`src/rtl/wishbone_to_ahb.sv`:
```
// Wishbone classic slave to AHB-Lite master bridge, one outstanding SINGLE transfer.
// Define WB2AHB_ERR_EN to expose wb_err; otherwise errors complete as wb_ack (reads return 0).
module wishbone_to_ahb #(
  parameter int unsigned ADDR_WIDTH = 32,
  parameter int unsigned DATA_WIDTH = 32,
  parameter logic [3:0]  HPROT_VAL  = 4'b0011
) (
  input  logic                  clk,
  input  logic                  rst_n,
  input  logic                  wb_cyc,
  input  logic                  wb_stb,
  input  logic                  wb_we,
  input  logic [3:0]            wb_wstrb,
  input  logic [ADDR_WIDTH-1:0] wb_adr,
  input  logic [DATA_WIDTH-1:0] wb_dat_w,
  output logic [DATA_WIDTH-1:0] wb_dat_r,
  output logic                  wb_ack,
`ifdef WB2AHB_ERR_EN
  output logic                  wb_err,
`endif
  output logic [ADDR_WIDTH-1:0] haddr,
  output logic [1:0]            htrans,
  output logic                  hwrite,
  output logic [2:0]            hsize,
  output logic [2:0]            hburst,
  output logic [3:0]            hprot,
  output logic                  hmastlock,
  output logic [DATA_WIDTH-1:0] hwdata,
  input  logic [DATA_WIDTH-1:0] hrdata,
  input  logic                  hready,
  input  logic                  hresp
);

  typedef enum logic [2:0] {S_IDLE, S_ADDR, S_DATA, S_RESP, S_DISCARD} state_e;

  localparam logic [1:0] TR_IDLE   = 2'b00;
  localparam logic [1:0] TR_NONSEQ = 2'b10;

  state_e                state_q;
  logic [ADDR_WIDTH-1:0] haddr_q;
  logic [1:0]            htrans_q;
  logic                  hwrite_q;
  logic [2:0]            hsize_q;
  logic [DATA_WIDTH-1:0] hwdata_q;
  logic [DATA_WIDTH-1:0] wb_dat_r_q;
  logic                  wb_ack_q;
  logic                  discard_q;
`ifdef WB2AHB_ERR_EN
  logic                  wb_err_q;
`endif

  logic [2:0] req_size;
  logic [1:0] req_lo;
  logic       req_illegal;
  logic       unused_adr_lo;

  // Low address bits come from the strobe pattern, not from wb_adr.
  assign unused_adr_lo = ^wb_adr[1:0];

  always_comb begin
    req_size    = 3'b010;
    req_lo      = 2'b00;
    req_illegal = 1'b0;
    if (wb_we) begin
      case (wb_wstrb)
        4'b1111: begin req_size = 3'b010; req_lo = 2'b00; end
        4'b0011: begin req_size = 3'b001; req_lo = 2'b00; end
        4'b1100: begin req_size = 3'b001; req_lo = 2'b10; end
        4'b0001: begin req_size = 3'b000; req_lo = 2'b00; end
        4'b0010: begin req_size = 3'b000; req_lo = 2'b01; end
        4'b0100: begin req_size = 3'b000; req_lo = 2'b10; end
        4'b1000: begin req_size = 3'b000; req_lo = 2'b11; end
        default: req_illegal = 1'b1;
      endcase
    end
  end

  always_ff @(posedge clk or negedge rst_n) begin
    if (!rst_n) begin
      state_q    <= S_IDLE;
      haddr_q    <= '0;
      htrans_q   <= TR_IDLE;
      hwrite_q   <= 1'b0;
      hsize_q    <= '0;
      hwdata_q   <= '0;
      wb_dat_r_q <= '0;
      wb_ack_q   <= 1'b0;
      discard_q  <= 1'b0;
`ifdef WB2AHB_ERR_EN
      wb_err_q   <= 1'b0;
`endif
    end else begin
      case (state_q)
        S_IDLE: begin
          if (wb_cyc && wb_stb) begin
            hwrite_q  <= wb_we;
            hwdata_q  <= wb_dat_w;
            discard_q <= 1'b0;
            if (req_illegal) begin
              state_q <= S_RESP;
`ifdef WB2AHB_ERR_EN
              wb_err_q <= 1'b1;
`else
              wb_ack_q <= 1'b1;
`endif
            end else begin
              haddr_q  <= {wb_adr[ADDR_WIDTH-1:2], req_lo};
              hsize_q  <= req_size;
              htrans_q <= TR_NONSEQ;
              state_q  <= S_ADDR;
            end
          end
        end
        S_ADDR: begin
          if (!wb_cyc) discard_q <= 1'b1;
          if (hready) begin
            htrans_q <= TR_IDLE;
            state_q  <= S_DATA;
          end
        end
        S_DATA: begin
          if (!wb_cyc) discard_q <= 1'b1;
          if (hready) begin
            // An abort seen on this same edge still suppresses the completion.
            if (discard_q || !wb_cyc) begin
              state_q <= S_DISCARD;
            end else begin
              state_q <= S_RESP;
              if (hresp) begin
`ifdef WB2AHB_ERR_EN
                wb_err_q <= 1'b1;
`else
                wb_ack_q <= 1'b1;
                if (!hwrite_q) wb_dat_r_q <= '0;
`endif
              end else begin
                wb_ack_q <= 1'b1;
                if (!hwrite_q) wb_dat_r_q <= hrdata;
              end
            end
          end
        end
        S_RESP: begin
          wb_ack_q <= 1'b0;
`ifdef WB2AHB_ERR_EN
          wb_err_q <= 1'b0;
`endif
          state_q  <= S_IDLE;
        end
        S_DISCARD: state_q <= S_IDLE;
        default:   state_q <= S_IDLE;
      endcase
    end
  end

  assign haddr     = haddr_q;
  assign htrans    = htrans_q;
  assign hwrite    = hwrite_q;
  assign hsize     = hsize_q;
  assign hwdata    = hwdata_q;
  assign hburst    = 3'b000;
  assign hprot     = HPROT_VAL;
  assign hmastlock = 1'b0;
  assign wb_dat_r  = wb_dat_r_q;
  assign wb_ack    = wb_ack_q;
`ifdef WB2AHB_ERR_EN
  assign wb_err    = wb_err_q;
`endif

endmodule

```
`config.mk`:
```
export PLATFORM = sky130hd
export DESIGN_NAME = wishbone_to_ahb
export DESIGN_NICKNAME = d
export VERILOG_FILES = /design/src/rtl/wishbone_to_ahb.sv
export SDC_FILE = /design/constraint.sdc
export NUM_CORES = 1
export LEC_CHECK = 0
export BUFFER_PORTS_ARGS = -buffer_cell sky130_fd_sc_hd__buf_2
export CORE_MARGIN = 1.5
export CORE_UTILIZATION = 47
export CTS_CLUSTER_DIAMETER = 150
export CTS_CLUSTER_SIZE = 40
export DETAILED_ROUTE_END_ITERATION = 8
export GPL_TIMING_DRIVEN = 0
export PLACE_DENSITY_LB_ADDON = 0.08
export SLEW_MARGIN = 15
export SYNTH_ARGS = -nofsm -noshare
export SYNTH_HDL_FRONTEND = slang
export SYNTH_SLANG_ARGS = --single-unit
export TNS_END_PERCENT = 10
```
`constraint.sdc`:
```
create_clock -name clk -period 2.6 [get_ports clk]
set_clock_uncertainty 0.05 [all_clocks]
set_input_delay 0.39 -clock clk [delete_from_list [all_inputs] [get_ports clk]]
set_output_delay 0.39 -clock clk [all_outputs]
set_load 0.02 [all_outputs]
```
==> reports/qor_table.md, run 1 <==
| Item | Value | Unit |
| --- | --- | --- |
| Run status | finished clean | - |
| Fraction of the mapped netlist area in compound gates | 0.03118 | - |
| Proportion of power drawn by the clock network | 0.154 | - |
| Mean post-synth cell area | 15.00 | µm² |
| Max H-tree Level | 3 | - |
| Power after layout | 6.907 | mW |
| Count of unique library cells instantiated by Yosys | 43 | - |
| Peak VDD IR | 0.5688 | mV |
| Startpoint type of the worst setup path | flip-flop | - |
| Remaining antenna violation count | 0 | - |
| TNS Setup | 0 | ns |
| Number of standard-cell rows in the floorplan | 36 | - |
| Final Net Count | 646 | - |
| Post-synth ARST share | 1.000 | - |
| Die W | 102.9 | µm |
| Syn Inst Count | 313 | - |
| Inserted Clock Buffers | 9 | - |
| Antenna violations before repair | 0 | - |
| Core area | 9729 | µm² |
| Clk sink count | 105 | - |
| Adder-cell share of the synthesized area | 0 | - |
| Number of inserted filler cells in the final layout | 817 | - |
| Instance count after placement with tap cells included | 660 | - |
| Clock-pin transition on the worst setup and hold timing paths | 0.10 | ns |
| Final-report max-slew violation count | 0 | - |
| Count of vias placed by the detailed router | 3,202 | - |
| Dpl hpwl | 7394 | µm |
| Die span in y | 102.9 | µm |
| Final Cycle Share | 0.7946 | - |
| Internal Dissipation | 4.270 | mW |
| Commonest non-fill, non-tap cell in the layout | sky130_fd_sc_hd__buf_2 | - |
| Multiplexer share of the synthesized area | 0.2599 | - |
| CTS tree | built | - |
| Cell Chain, Critical Path | buf_6, nand3b_4, or3_4, a21oi_4, buf_6, mux2_4 | - |
| I/O pin count | 218 | - |
| Switching power summed over all nets | 2.636 | mW |
| Switching share of power | 0.3817 | - |
| Proportion of synthesized chip area in sequential cells | 0.5597 | - |
| Count of placed standard cells in the final layout, fillers left out | 677 | - |
| Clk buf depth | 2 | - |
| First-pass iteration count of the detailed router | 4 | - |
| Number of global-route vias before repair | 3,233 | - |
| Fin worst setup slack | 0.5340 | ns |
| Max Cap Violations | 0 | - |
| Fraction of layout instances using a drive strength above 1 | 0.6305 | - |
| Maximum clock frequency | 484.0 | MHz |
| Starting DRT DRC Count | 95 | - |
| Routed length per instance | 14.52 | µm |
| Normalized max-slew margin | 0.5964 | - |
| Pre-CTS setup slack | 0.3815 | ns |
| DRC errors left | 0 | - |
| Number of storage elements in the synthesis netlist | 105 | - |
| Class of the most critical hold timing path | input port to flip-flop | - |
| Initial Utilization | 0.4825 | - |
| Global route overflow | 0 | - |
| Total of buffers placed on input and output ports | 205 | - |
| Commonest cells after routing, fill and taps aside | sky130_fd_sc_hd__buf_2, sky130_fd_sc_hd__dfrtp_1, sky130_fd_sc_hd__mux2_2 | - |
| Register-to-register setup slack | 0.53 | ns |
| Setup repair after global routing missed its margin | false | - |
| Kind of end point of the critical path | flip-flop | - |
| Via/cell ratio | 4.730 | - |
| Layout-stage area growth over the synthesis result | 31.45 | % |
| N_diodes | 0 | - |
| Sequential group share of total power | 0.397 | - |
| Netlist area before placement | 4695 | µm² |
| Total wire length | 9829 | µm |
| Largest fanout of any net on the critical path | 10 | - |
| Count of yosys warnings during synthesis | 0 | - |
| Tightest hold margin | 0.1868 | ns |
| Aggregate global-route resource usage | 0.1839 | - |
| Leakage dissipation | 3.262 | nW |
| First-pass GRT wire length | 15,190 | µm |
| Worst Max-Slew Pin Slew | 0.6021 | ns |
| CTS Root Buffer Type | sky130_fd_sc_hd__clkbuf_8 | - |
| Power per Cell Area | 1119 | nW/µm² |
| Critical setup path kind | flip-flop to flip-flop | - |
| Main synth FF type | sky130_fd_sc_hd__dfrtp_1 | - |
| Skew-Pair Late Insertion Delay | 0.35 | ns |
| Die Area | 10,600 | µm² |
| Cell repeated most along the worst path | sky130_fd_sc_hd__buf_6 | - |
| Peak per-stage delay on the critical path | 0.38 | ns |
| Arrival time worst endpoint | 2.26 | ns |
| Final Hold Viols | 0 | - |
| Slowest stage cell, crit path | sky130_fd_sc_hd__dfrtp_1 | - |
| Critical path required time | 2.79 | ns |
| Maximum number of pins on one net before global-route repair | 66 | - |
| Weighted congestion reported at the end of routability-driven placement | 0.7616 | - |
| Post-CTS resize count | 0 | - |
| Number of synthesized flops with an enable pin | 0 | - |
| Synthesized-area fraction occupied by xor and xnor cells | 0.003731 | - |
| Main combinational cell family by area after synthesis | multiplexers | - |
| Min Tclk post-route | 2.066 | ns |
| Gate power share | 0.449 | - |
| Simple-gate area share of the yosys netlist | 0.09595 | - |
| Total of endpoints with negative setup slack in the final report | 0 | - |
synth_stat cells (3+ instances only):
master / number / area share
sky130_fd_sc_hd__mux2_1: 6 / 0.014
sky130_fd_sc_hd__mux2_2: 49 / 0.12
sky130_fd_sc_hd__nand2_1: 6 / 0.0048
sky130_fd_sc_hd__nor2_1: 7 / 0.0056
sky130_fd_sc_hd__buf_4: 10 / 0.016
sky130_fd_sc_hd__buf_2: 3 / 0.0032
sky130_fd_sc_hd__dfrtp_1: 105 / 0.56
sky130_fd_sc_hd__mux2_4: 40 / 0.13
sky130_fd_sc_hd__and2b_1: 30 / 0.048
sky130_fd_sc_hd__a21oi_1: 5 / 0.0053
sky130_fd_sc_hd__inv_1: 3 / 0.0024
sky130_fd_sc_hd__o21ai_0: 4 / 0.0043
sky130_fd_sc_hd__buf_6: 6 / 0.014
sky130_fd_sc_hd__buf_8: 3 / 0.0096
sky130_fd_sc_hd__clkbuf_1: 3 / 0.0024
worst max-delay path: cells and delay by family (launching register included):
| kind | cells | cell delay, ns |
|---|---|---|
| AOI/OAI and AO/OA | 1 | 0.29 |
| buffers and inverters | 2 | 0.37 |
| DFF | 1 | 0.38 |
| muxes | 1 | 0.33 |
| and+or+nand+nor | 2 | 0.53 |
registers in the layout (all words and copies together) (netlist names):
signal and cells:
hwrite 1, wb_ack 1, state_q 3, hwdata 32
wb_dat_r 32, hsize 2, discard_q 1, htrans 1
haddr 32
area by class of cell:
type | instances | area (µm²) | area share
repair buffers | 207 | 1070 | 0.1734
well taps | 133 | 166.4 | 0.02697
flip-flops and latches | 105 | 2628 | 0.4258
plain buffers | 25 | 214.0 | 0.03467
multi-input cells | 188 | 1872 | 0.3033
clock buffers | 10 | 137.6 | 0.02230
inverters | 3 | 11.26 | 0.001825
clock inverters | 6 | 72.57 | 0.01176
per-layer routing:
metal,track usage,share of wire
met5,0,0
met2,0.3178,0.51
met3,0.05695,0.078
met4,0.05925,0.015
met1,0.2194,0.40
power by group through the flow:
stage,registers (mW),clock network (mW),logic [mW]
6_report,2.74,1.06,3.10
2_1_floorplan,3.67,0,1.15
3_5_place_dp,2.77,0,3.14
3_3_place_gp,2.73,0,3.09
4_1_cts,2.75,1.10,3.14
5_1_grt,2.84,1.16,3.33
worst paths after layout:
check	from	endpoint	cells past startpoint
min reg2reg	haddr[22]	haddr[22]	1
max in group asynchronous	rst_n	hwdata[15]	3
max reg2reg	state_q[2]	haddr[5]	6
min	wb_adr[20]	haddr[20]	2
max	state_q[2]	haddr[5]	6
min in group asynchronous	rst_n	wb_dat_r[12]	2
per-stage QoR:
| step | area, µm² | util |
|---|---|---|
| final | 6171 | 0.6343 |
| after floorplan | 4725 | - |
| after detailed placement | 5951 | 0.6116 |
| after global routing | 6171 | 0.6343 |
| after CTS | 6171 | 0.6343 |
| after global placement | 5917 | 0.6082 |
cells by family (layout without fill, tap and decap cells):
kind of cell | Yosys count | count (layout)
flops | 105 | 105
other cells | 2 | 10
mux | 95 | 95
compound gates | 20 | 20
xor+xnor | 2 | 2
simple gates | 61 | 61
buf+inv | 28 | 251
timing repair:
| action | in CTS | in global routing |
|---|---|---|
| setup endpoints to repair | 0 | 0 |
| hold buffers | 1 | 0 |
| setup buffers | 0 | 0 |
| endpoints found under the hold margin | 40 | 0 |
(Power assumes the default switching activity.)
==> run 2: changes to the inputs <==
==> constraint.sdc (replaced) <==
create_clock -name clk -period 2 [get_ports clk]
set_clock_uncertainty 0.05 [all_clocks]
set_input_delay 0.3 -clock clk [delete_from_list [all_inputs] [get_ports clk]]
set_output_delay 0.3 -clock clk [all_outputs]
set_load 0.02 [all_outputs]
==> reports/qor_table.md, run 2 (synthesized netlist as in run 1, its figures left out) <==
| Item | Value | Unit | Delta |
| --- | --- | --- | --- |
| First-pass iteration count of the detailed router | 4 | - | unchanged |
| Worst Hold Endpoint | haddr[17] | - |  |
| Worst Path Buf+Inv | 2 | - | unchanged |
| Remaining antenna violation count | 0 | - | unchanged |
| Clock-pin transition on the worst setup and hold timing paths | 0.10 | ns | about the same |
| Instance count after placement with tap cells included | 660 | - | unchanged |
| Total wire length | 10,060 | µm | +2.3% |
| Clk sink count | 105 | - | unchanged |
| Initial Utilization | 0.4825 | - | unchanged |
| Violations in the final reports | setup timing | - |  |
| First-pass GRT wire length | 15,210 | µm | +0.14% |
| Max H-tree Level | 3 | - | unchanged |
| Final-report max-slew violation count | 0 | - | unchanged |
| Class of the most critical hold timing path | input port to flip-flop | - |  |
| Power after layout | 9.108 | mW | +32% |
| Leakage dissipation | 3.319 | nW | +1.7% |
| Number of standard-cell rows in the floorplan | 36 | - | unchanged |
| Skew-Pair Late Insertion Delay | 0.35 | ns | about the same |
| Count of vias placed by the detailed router | 3,226 | - | +0.75% |
| Clk buf depth | 2 | - | unchanged |
| CTS Root Buffer Type | sky130_fd_sc_hd__clkbuf_8 | - |  |
| Commonest non-fill, non-tap cell in the layout | sky130_fd_sc_hd__buf_2 | - |  |
| Peak VDD IR | 0.7404 | mV | +30% |
| Final Net Count | 653 | - | +1.1% |
| Fin worst setup slack | -0.04937 | ns | -0.5834 ns |
| Largest fanout of any net on the critical path | 6 | - | -4 |
| Tightest hold margin | 0.1027 | ns | -0.08407 ns |
| Die span in y | 102.9 | µm | unchanged |
| Starting DRT DRC Count | 92 | - | -3.2% |
| Final Cycle Share | 1.025 | - | +0.2301 |
| Die Area | 10,600 | µm² | unchanged |
| Layout-stage area growth over the synthesis result | 33.88 | % |  |
| Worst Max-Slew Pin Slew | 0.5379 | ns | -0.06415 ns |
| Global route overflow | 0 | - | unchanged |
| Routed length per instance | 14.71 | µm | +1.3% |
| Total of endpoints with negative setup slack in the final report | 32 | - | +32 |
| Origin of the critical flop-to-flop path | state_q[0] | - |  |
| Maximum clock frequency | 488.0 | MHz | +0.81% |
| Commonest cells after routing, fill and taps aside | sky130_fd_sc_hd__buf_2, sky130_fd_sc_hd__dfrtp_1, sky130_fd_sc_hd__mux2_2 | - |  |
| Slowest stage cell, crit path | sky130_fd_sc_hd__or4b_4 | - |  |
| Cell count of the worst reg-to-reg path | 6 | - | unchanged |
| Arrival time worst endpoint | 2.25 | ns | about the same |
| Cell Chain, Critical Path | buf_6, nand3b_4, or4b_4, nor2_8, clkbuf_16, mux2_4 | - |  |
| Inserted Clock Buffers | 9 | - | unchanged |
| Pre-CTS setup slack | -0.1285 | ns | -0.5100 ns |
| Final Hold Viols | 0 | - | unchanged |
| Maximum number of pins on one net before global-route repair | 66 | - | unchanged |
| Core area | 9729 | µm² | unchanged |
| Power per Cell Area | 1449 | nW/µm² | +29% |
| Die W | 102.9 | µm | unchanged |
| CTS tree | built | - |  |
| N_diodes | 0 | - | unchanged |
| Count of placed standard cells in the final layout, fillers left out | 684 | - | +1.0% |
| Number of global-route vias before repair | 3,245 | - | +0.37% |
| DRC errors left | 0 | - | unchanged |
| WHS Path Cells | 2 | - | unchanged |
| Aggregate global-route resource usage | 0.1843 | - | +0.0004351 |
| Largest delay share family, worst path | simple AND/OR/NAND/NOR gates | - |  |
| Total of buffers placed on input and output ports | 205 | - | unchanged |
| Weighted congestion reported at the end of routability-driven placement | 0.7616 | - | unchanged |
| Normalized max-slew margin | 0.6376 | - | +0.04116 |
| Final instance area | 6285 | µm² | +1.8% |
| Endpoint of the most critical register-to-register path | wb_dat_r[11] | - |  |
| Critical path required time | 2.20 | ns | -0.59 ns |
| Register-to-register setup slack | -0.05 | ns | -0.58 ns |
| Startpoint type of the worst setup path | flip-flop | - |  |
| TNS Setup | -1.100 | ns | -1.100 ns |
| Via/cell ratio | 4.716 | - | -0.28% |
| I/O pin count | 218 | - | unchanged |
| Number of inserted filler cells in the final layout | 814 | - | -0.37% |
| Fraction of layout instances using a drive strength above 1 | 0.6443 | - | +0.01377 |
| Max Cap Violations | 0 | - | unchanged |
| Post-DP Area | 5951 | µm² | unchanged |
| Start point of the worst min-delay path | wb_adr[17] | - |  |
| Dpl hpwl | 7394 | µm | unchanged |
| Setup repair after global routing missed its margin | true | - |  |
| Min Tclk post-route | 2.049 | ns | -0.01658 ns |
| Peak per-stage delay on the critical path | 0.53 | ns | +0.15 ns |
| Finished Core Util | 0.6460 | - | +0.01170 |
| Kind of end point of the critical path | flip-flop | - |  |
| Run status | complete, but fails checks | - |  |
| Antenna violations before repair | 0 | - | unchanged |
| Critical setup path kind | flip-flop to flip-flop | - |  |
[run 2: changes by cell type in the layout (fill, tap and decap cells not counted)]
cell and delta:
sky130_fd_sc_hd__clkbuf_16 +1, sky130_fd_sc_hd__buf_12 +3, sky130_fd_sc_hd__buf_6 -1, sky130_fd_sc_hd__mux2_4 +5, sky130_fd_sc_hd__mux2_1 -5, sky130_fd_sc_hd__buf_4 +6
sky130_fd_sc_hd__nor3_4 +1, sky130_fd_sc_hd__nor3_2 -1, sky130_fd_sc_hd__buf_8 -2
[run 2: where the power goes]
| part | leakage, nW | switching (mW) | internal [mW] | total, mW |
|---|---|---|---|---|
| clock network | 0.109 | 0.750 | 0.632 | 1.38 |
| logic | 1.91 | 2.22 | 1.93 | 4.16 |
| registers | 1.30 | 0.489 | 3.08 | 3.57 |
| total | 3.32 | 3.46 | 5.64 | 9.11 |
[run 2: what timing repair did]
action | 4_1_cts | 5_1_grt
cloned | 0 | 1
resized for setup | 2 | 8
endpoints found under the hold margin | 40 | 0
buffers inserted | 2 | 4
hold buffers | 1 | 0
setup endpoints to repair | 83 | 59
[run 2: final cells by class]
cell class,instances,area [µm²],area share
clock buffers,10,137.6,0.02190
plain buffers,25,232.7,0.03703
multi-input cells,188,1897,0.3018
flip-flops and latches,105,2628,0.4181
repair buffers,214,1140,0.1814
inverters,3,11.26,0.001792
clock inverters,6,72.57,0.01155
well taps,133,166.4,0.02648
[run 2: worst max-delay path by stage]
stage | startpoint | to | slack [ns] | cells past startpoint
finish | state_q[0] | wb_dat_r[11] | -0.05 | 6
global route | state_q[0] | wb_dat_r[4] | -0.1 | 6
CTS | state_q[0] | wb_dat_r[13] | -0.05 | 6
detailed placement | wb_wstrb[1] | haddr[5] | -0.13 | 6
global placement | rst_n | haddr[11] | -0.59 | 1
floorplan | state_q[0] | wb_dat_r[10] | 0.06 | 6
[run 2: routing by layer]
metal	global-route usage	share of wire	vias up
li1	-	-	1521
met1	0.2194	0.40	1575
met2	0.3193	0.51	117
met3	0.05695	0.075	13
met4	0.05925	0.015	0
met5	0	0	-
==> run 3: changes to the inputs <==
--- a/config.mk
+++ b/config.mk
@@ -7,10 +7,12 @@
 export LEC_CHECK = 0
 export BUFFER_PORTS_ARGS = -buffer_cell sky130_fd_sc_hd__buf_2
 export CORE_MARGIN = 1.5
-export CORE_UTILIZATION = 47
+export CORE_UTILIZATION = 48
+export CTS_BUF_LIST = sky130_fd_sc_hd__clkbuf_4 sky130_fd_sc_hd__clkbuf_8
 export CTS_CLUSTER_DIAMETER = 150
 export CTS_CLUSTER_SIZE = 40
 export DETAILED_ROUTE_END_ITERATION = 8
+export GPL_ROUTABILITY_DRIVEN = 0
 export GPL_TIMING_DRIVEN = 0
 export PLACE_DENSITY_LB_ADDON = 0.08
 export SLEW_MARGIN = 15
==> reports/qor_table.md, run 3 (synthesized netlist as in run 1, its figures left out) <==
| Item | Value | Unit | Delta |
| --- | --- | --- | --- |
| Dpl hpwl | 7139 | µm | -3.4% |
| Maximum clock frequency | 487.6 | MHz | about the same |
| Final Hold Viols | 0 | - | unchanged |
| Largest fanout of any net on the critical path | 10 | - | +4 |
| Die span in y | 101.9 | µm | -1.0% |
| Power per Cell Area | 1445 | nW/µm² | -0.28% |
| Count of vias placed by the detailed router | 3,262 | - | +1.1% |
| Final Net Count | 659 | - | +0.92% |
| Core area | 9371 | µm² | -3.7% |
| Arrival time worst endpoint | 2.24 | ns | about the same |
| Register-to-register setup slack | -0.05 | ns | about the same |
| Total of buffers placed on input and output ports | 205 | - | unchanged |
| Clk sink count | 105 | - | unchanged |
| Normalized max-slew margin | 0.6289 | - | -0.008635 |
| Remaining antenna violation count | 0 | - | unchanged |
| Origin of the critical flop-to-flop path | state_q[0] | - |  |
| Worst Max-Slew Pin Slew | 0.5508 | ns | +0.01282 ns |
| Endpoint of the most critical register-to-register path | wb_dat_r[26] | - |  |
| Tightest hold margin | 0.1136 | ns | +0.01085 ns |
| Aggregate global-route resource usage | 0.1920 | - | +0.007648 |
| First-pass iteration count of the detailed router | 4 | - | unchanged |
| CTS Root Buffer Type | sky130_fd_sc_hd__clkbuf_8 | - |  |
| First-pass GRT wire length | 15,500 | µm | +1.9% |
| Worst Hold Endpoint | haddr[23] | - |  |
| Fraction of layout instances using a drive strength above 1 | 0.6499 | - | +0.005627 |
| Critical setup path kind | flip-flop to flip-flop | - |  |
| Final-report max-slew violation count | 0 | - | unchanged |
| DRC errors left | 0 | - | unchanged |
| Global route overflow | 0 | - | unchanged |
| Routed length per instance | 14.78 | µm | +0.47% |
| Cell count of the worst reg-to-reg path | 6 | - | unchanged |
| Clock-pin transition on the worst setup and hold timing paths | 0.10 | ns | about the same |
| I/O pin count | 218 | - | unchanged |
| Fin worst setup slack | -0.05096 | ns | -0.001583 ns |
| Number of standard-cell rows in the floorplan | 35 | - | -2.8% |
| Inserted Clock Buffers | 9 | - | unchanged |
| Total wire length | 10,140 | µm | +0.77% |
| Max H-tree Level | 3 | - | unchanged |
| Peak VDD IR | 0.8609 | mV | +16% |
| Leakage dissipation | 3.418 | nW | +3.0% |
| Total of endpoints with negative setup slack in the final report | 55 | - | +72% |
| Number of global-route vias before repair | 3,304 | - | +1.8% |
| Commonest non-fill, non-tap cell in the layout | sky130_fd_sc_hd__buf_2 | - |  |
| Setup repair after global routing missed its margin | true | - |  |
| Maximum number of pins on one net before global-route repair | 85 | - | +29% |
| Class of the most critical hold timing path | input port to flip-flop | - |  |
| WHS Path Cells | 2 | - | unchanged |
| Start point of the worst min-delay path | wb_adr[23] | - |  |
| Run status | complete, but fails checks | - |  |
| Startpoint type of the worst setup path | flip-flop | - |  |
| Count of placed standard cells in the final layout, fillers left out | 686 | - | +0.29% |
| Layout-stage area growth over the synthesis result | 37.71 | % |  |
| Violations in the final reports | setup timing | - |  |
| Die Area | 10,380 | µm² | -2.0% |
| Post-DP Area | 5946 | µm² | about the same |
| Commonest cells after routing, fill and taps aside | sky130_fd_sc_hd__buf_2, sky130_fd_sc_hd__dfrtp_1, sky130_fd_sc_hd__mux2_4 | - |  |
| Instance count after placement with tap cells included | 656 | - | -0.61% |
| Final Cycle Share | 1.025 | - | about the same |
| Min Tclk post-route | 2.051 | ns | +0.001583 ns |
| TNS Setup | -1.662 | ns | -0.5624 ns |
| Antenna violations before repair | 0 | - | unchanged |
| Critical path required time | 2.19 | ns | about the same |
| Via/cell ratio | 4.755 | - | +0.82% |
| Max Cap Violations | 0 | - | unchanged |
| Clk buf depth | 2 | - | unchanged |
| N_diodes | 0 | - | unchanged |
| Initial Utilization | 0.5009 | - | +0.01842 |
| CTS tree | built | - |  |
| Kind of end point of the critical path | flip-flop | - |  |
| Die W | 101.9 | µm | -1.0% |
| Skew-Pair Late Insertion Delay | 0.35 | ns | about the same |
| Starting DRT DRC Count | 98 | - | +6.5% |
| Final instance area | 6465 | µm² | +2.9% |
run 3: cell types whose count changed in the layout (fill, tap and decap cells not counted):
cell / change
sky130_fd_sc_hd__buf_4: +5
sky130_fd_sc_hd__clkbuf_4: +1
sky130_fd_sc_hd__inv_8: -1
sky130_fd_sc_hd__clkbuf_8: -1
sky130_fd_sc_hd__clkinv_4: -1
sky130_fd_sc_hd__mux2_2: -13
sky130_fd_sc_hd__buf_6: -1
sky130_fd_sc_hd__clkbuf_16: +2
sky130_fd_sc_hd__buf_2: -3
sky130_fd_sc_hd__bufinv_16: +1
sky130_fd_sc_hd__clkinvlp_4: +1
sky130_fd_sc_hd__buf_12: +3
sky130_fd_sc_hd__mux2_1: -1
sky130_fd_sc_hd__mux2_4: +14
run 3: area by class of cell:
type / count / area, µm²
fillers: 757 / 2907
inverters: 3 / 11.26
plain buffers: 25 / 257.7
well taps: 129 / 161.4
flip-flops and latches: 105 / 2628
clock buffers: 10 / 131.4
clock inverters: 6 / 90.09
repair buffers: 220 / 1236
multi-input cells: 188 / 1949
run 3: through the flow:
step                setup WS, ns  utilization  power (mW)
finish                  -0.05096       0.6899       9.343
global route             -0.1156       0.6899       9.896
CTS                     -0.07356       0.6642       9.239
detailed placement      -0.09754       0.6344       7.672
global placement         -0.6042       0.6308       7.571
floorplan                0.05823            -       6.269
run 3: what timing repair did:
item / CTS / global route
resized for setup: 11 / 24
hold buffers: 1 / 0
gates cloned: 0 / 3
pin swaps: 0 / 1
endpoints found under the setup margin: 83 / 55
endpoints found under the hold margin: 21 / 0
setup buffers: 0 / 10
run 3: how the worst max path moves through the flow:
stage | startpoint | to | slack, ns | depth (start not counted)
after detailed placement | wb_wstrb[1] | haddr[16] | -0.1 | 6
after CTS | state_q[2] | haddr[6] | -0.07 | 6
after floorplan | state_q[0] | wb_dat_r[10] | 0.06 | 6
final | state_q[0] | wb_dat_r[26] | -0.05 | 6
after global placement | rst_n | haddr[10] | -0.60 | 1
after global routing | state_q[0] | wb_dat_r[15] | -0.12 | 6
run 3: worst max-delay path, stage by stage (launching register included):
cell                       delay [ns]
sky130_fd_sc_hd__dfrtp_1         0.38
sky130_fd_sc_hd__buf_6           0.14
sky130_fd_sc_hd__nand3b_4        0.16
sky130_fd_sc_hd__or4b_4          0.54
sky130_fd_sc_hd__nor2_8          0.19
sky130_fd_sc_hd__buf_12          0.17
sky130_fd_sc_hd__mux2_4          0.30
run 3: per-layer routing:
layer  up-vias  track usage  wire (µm)
li1       1539            -          -
met1      1577       0.2335       4210
met2       134       0.3313       4976
met3        12      0.06840        825
met4         0      0.04110        123
met5         -            0          0
run 3: where the power goes:
part           internal, mW  total, mW  switching, mW
Sequential             3.08       3.57          0.490
Clock                 0.727       1.45          0.719
Combinational          2.08       4.33           2.25
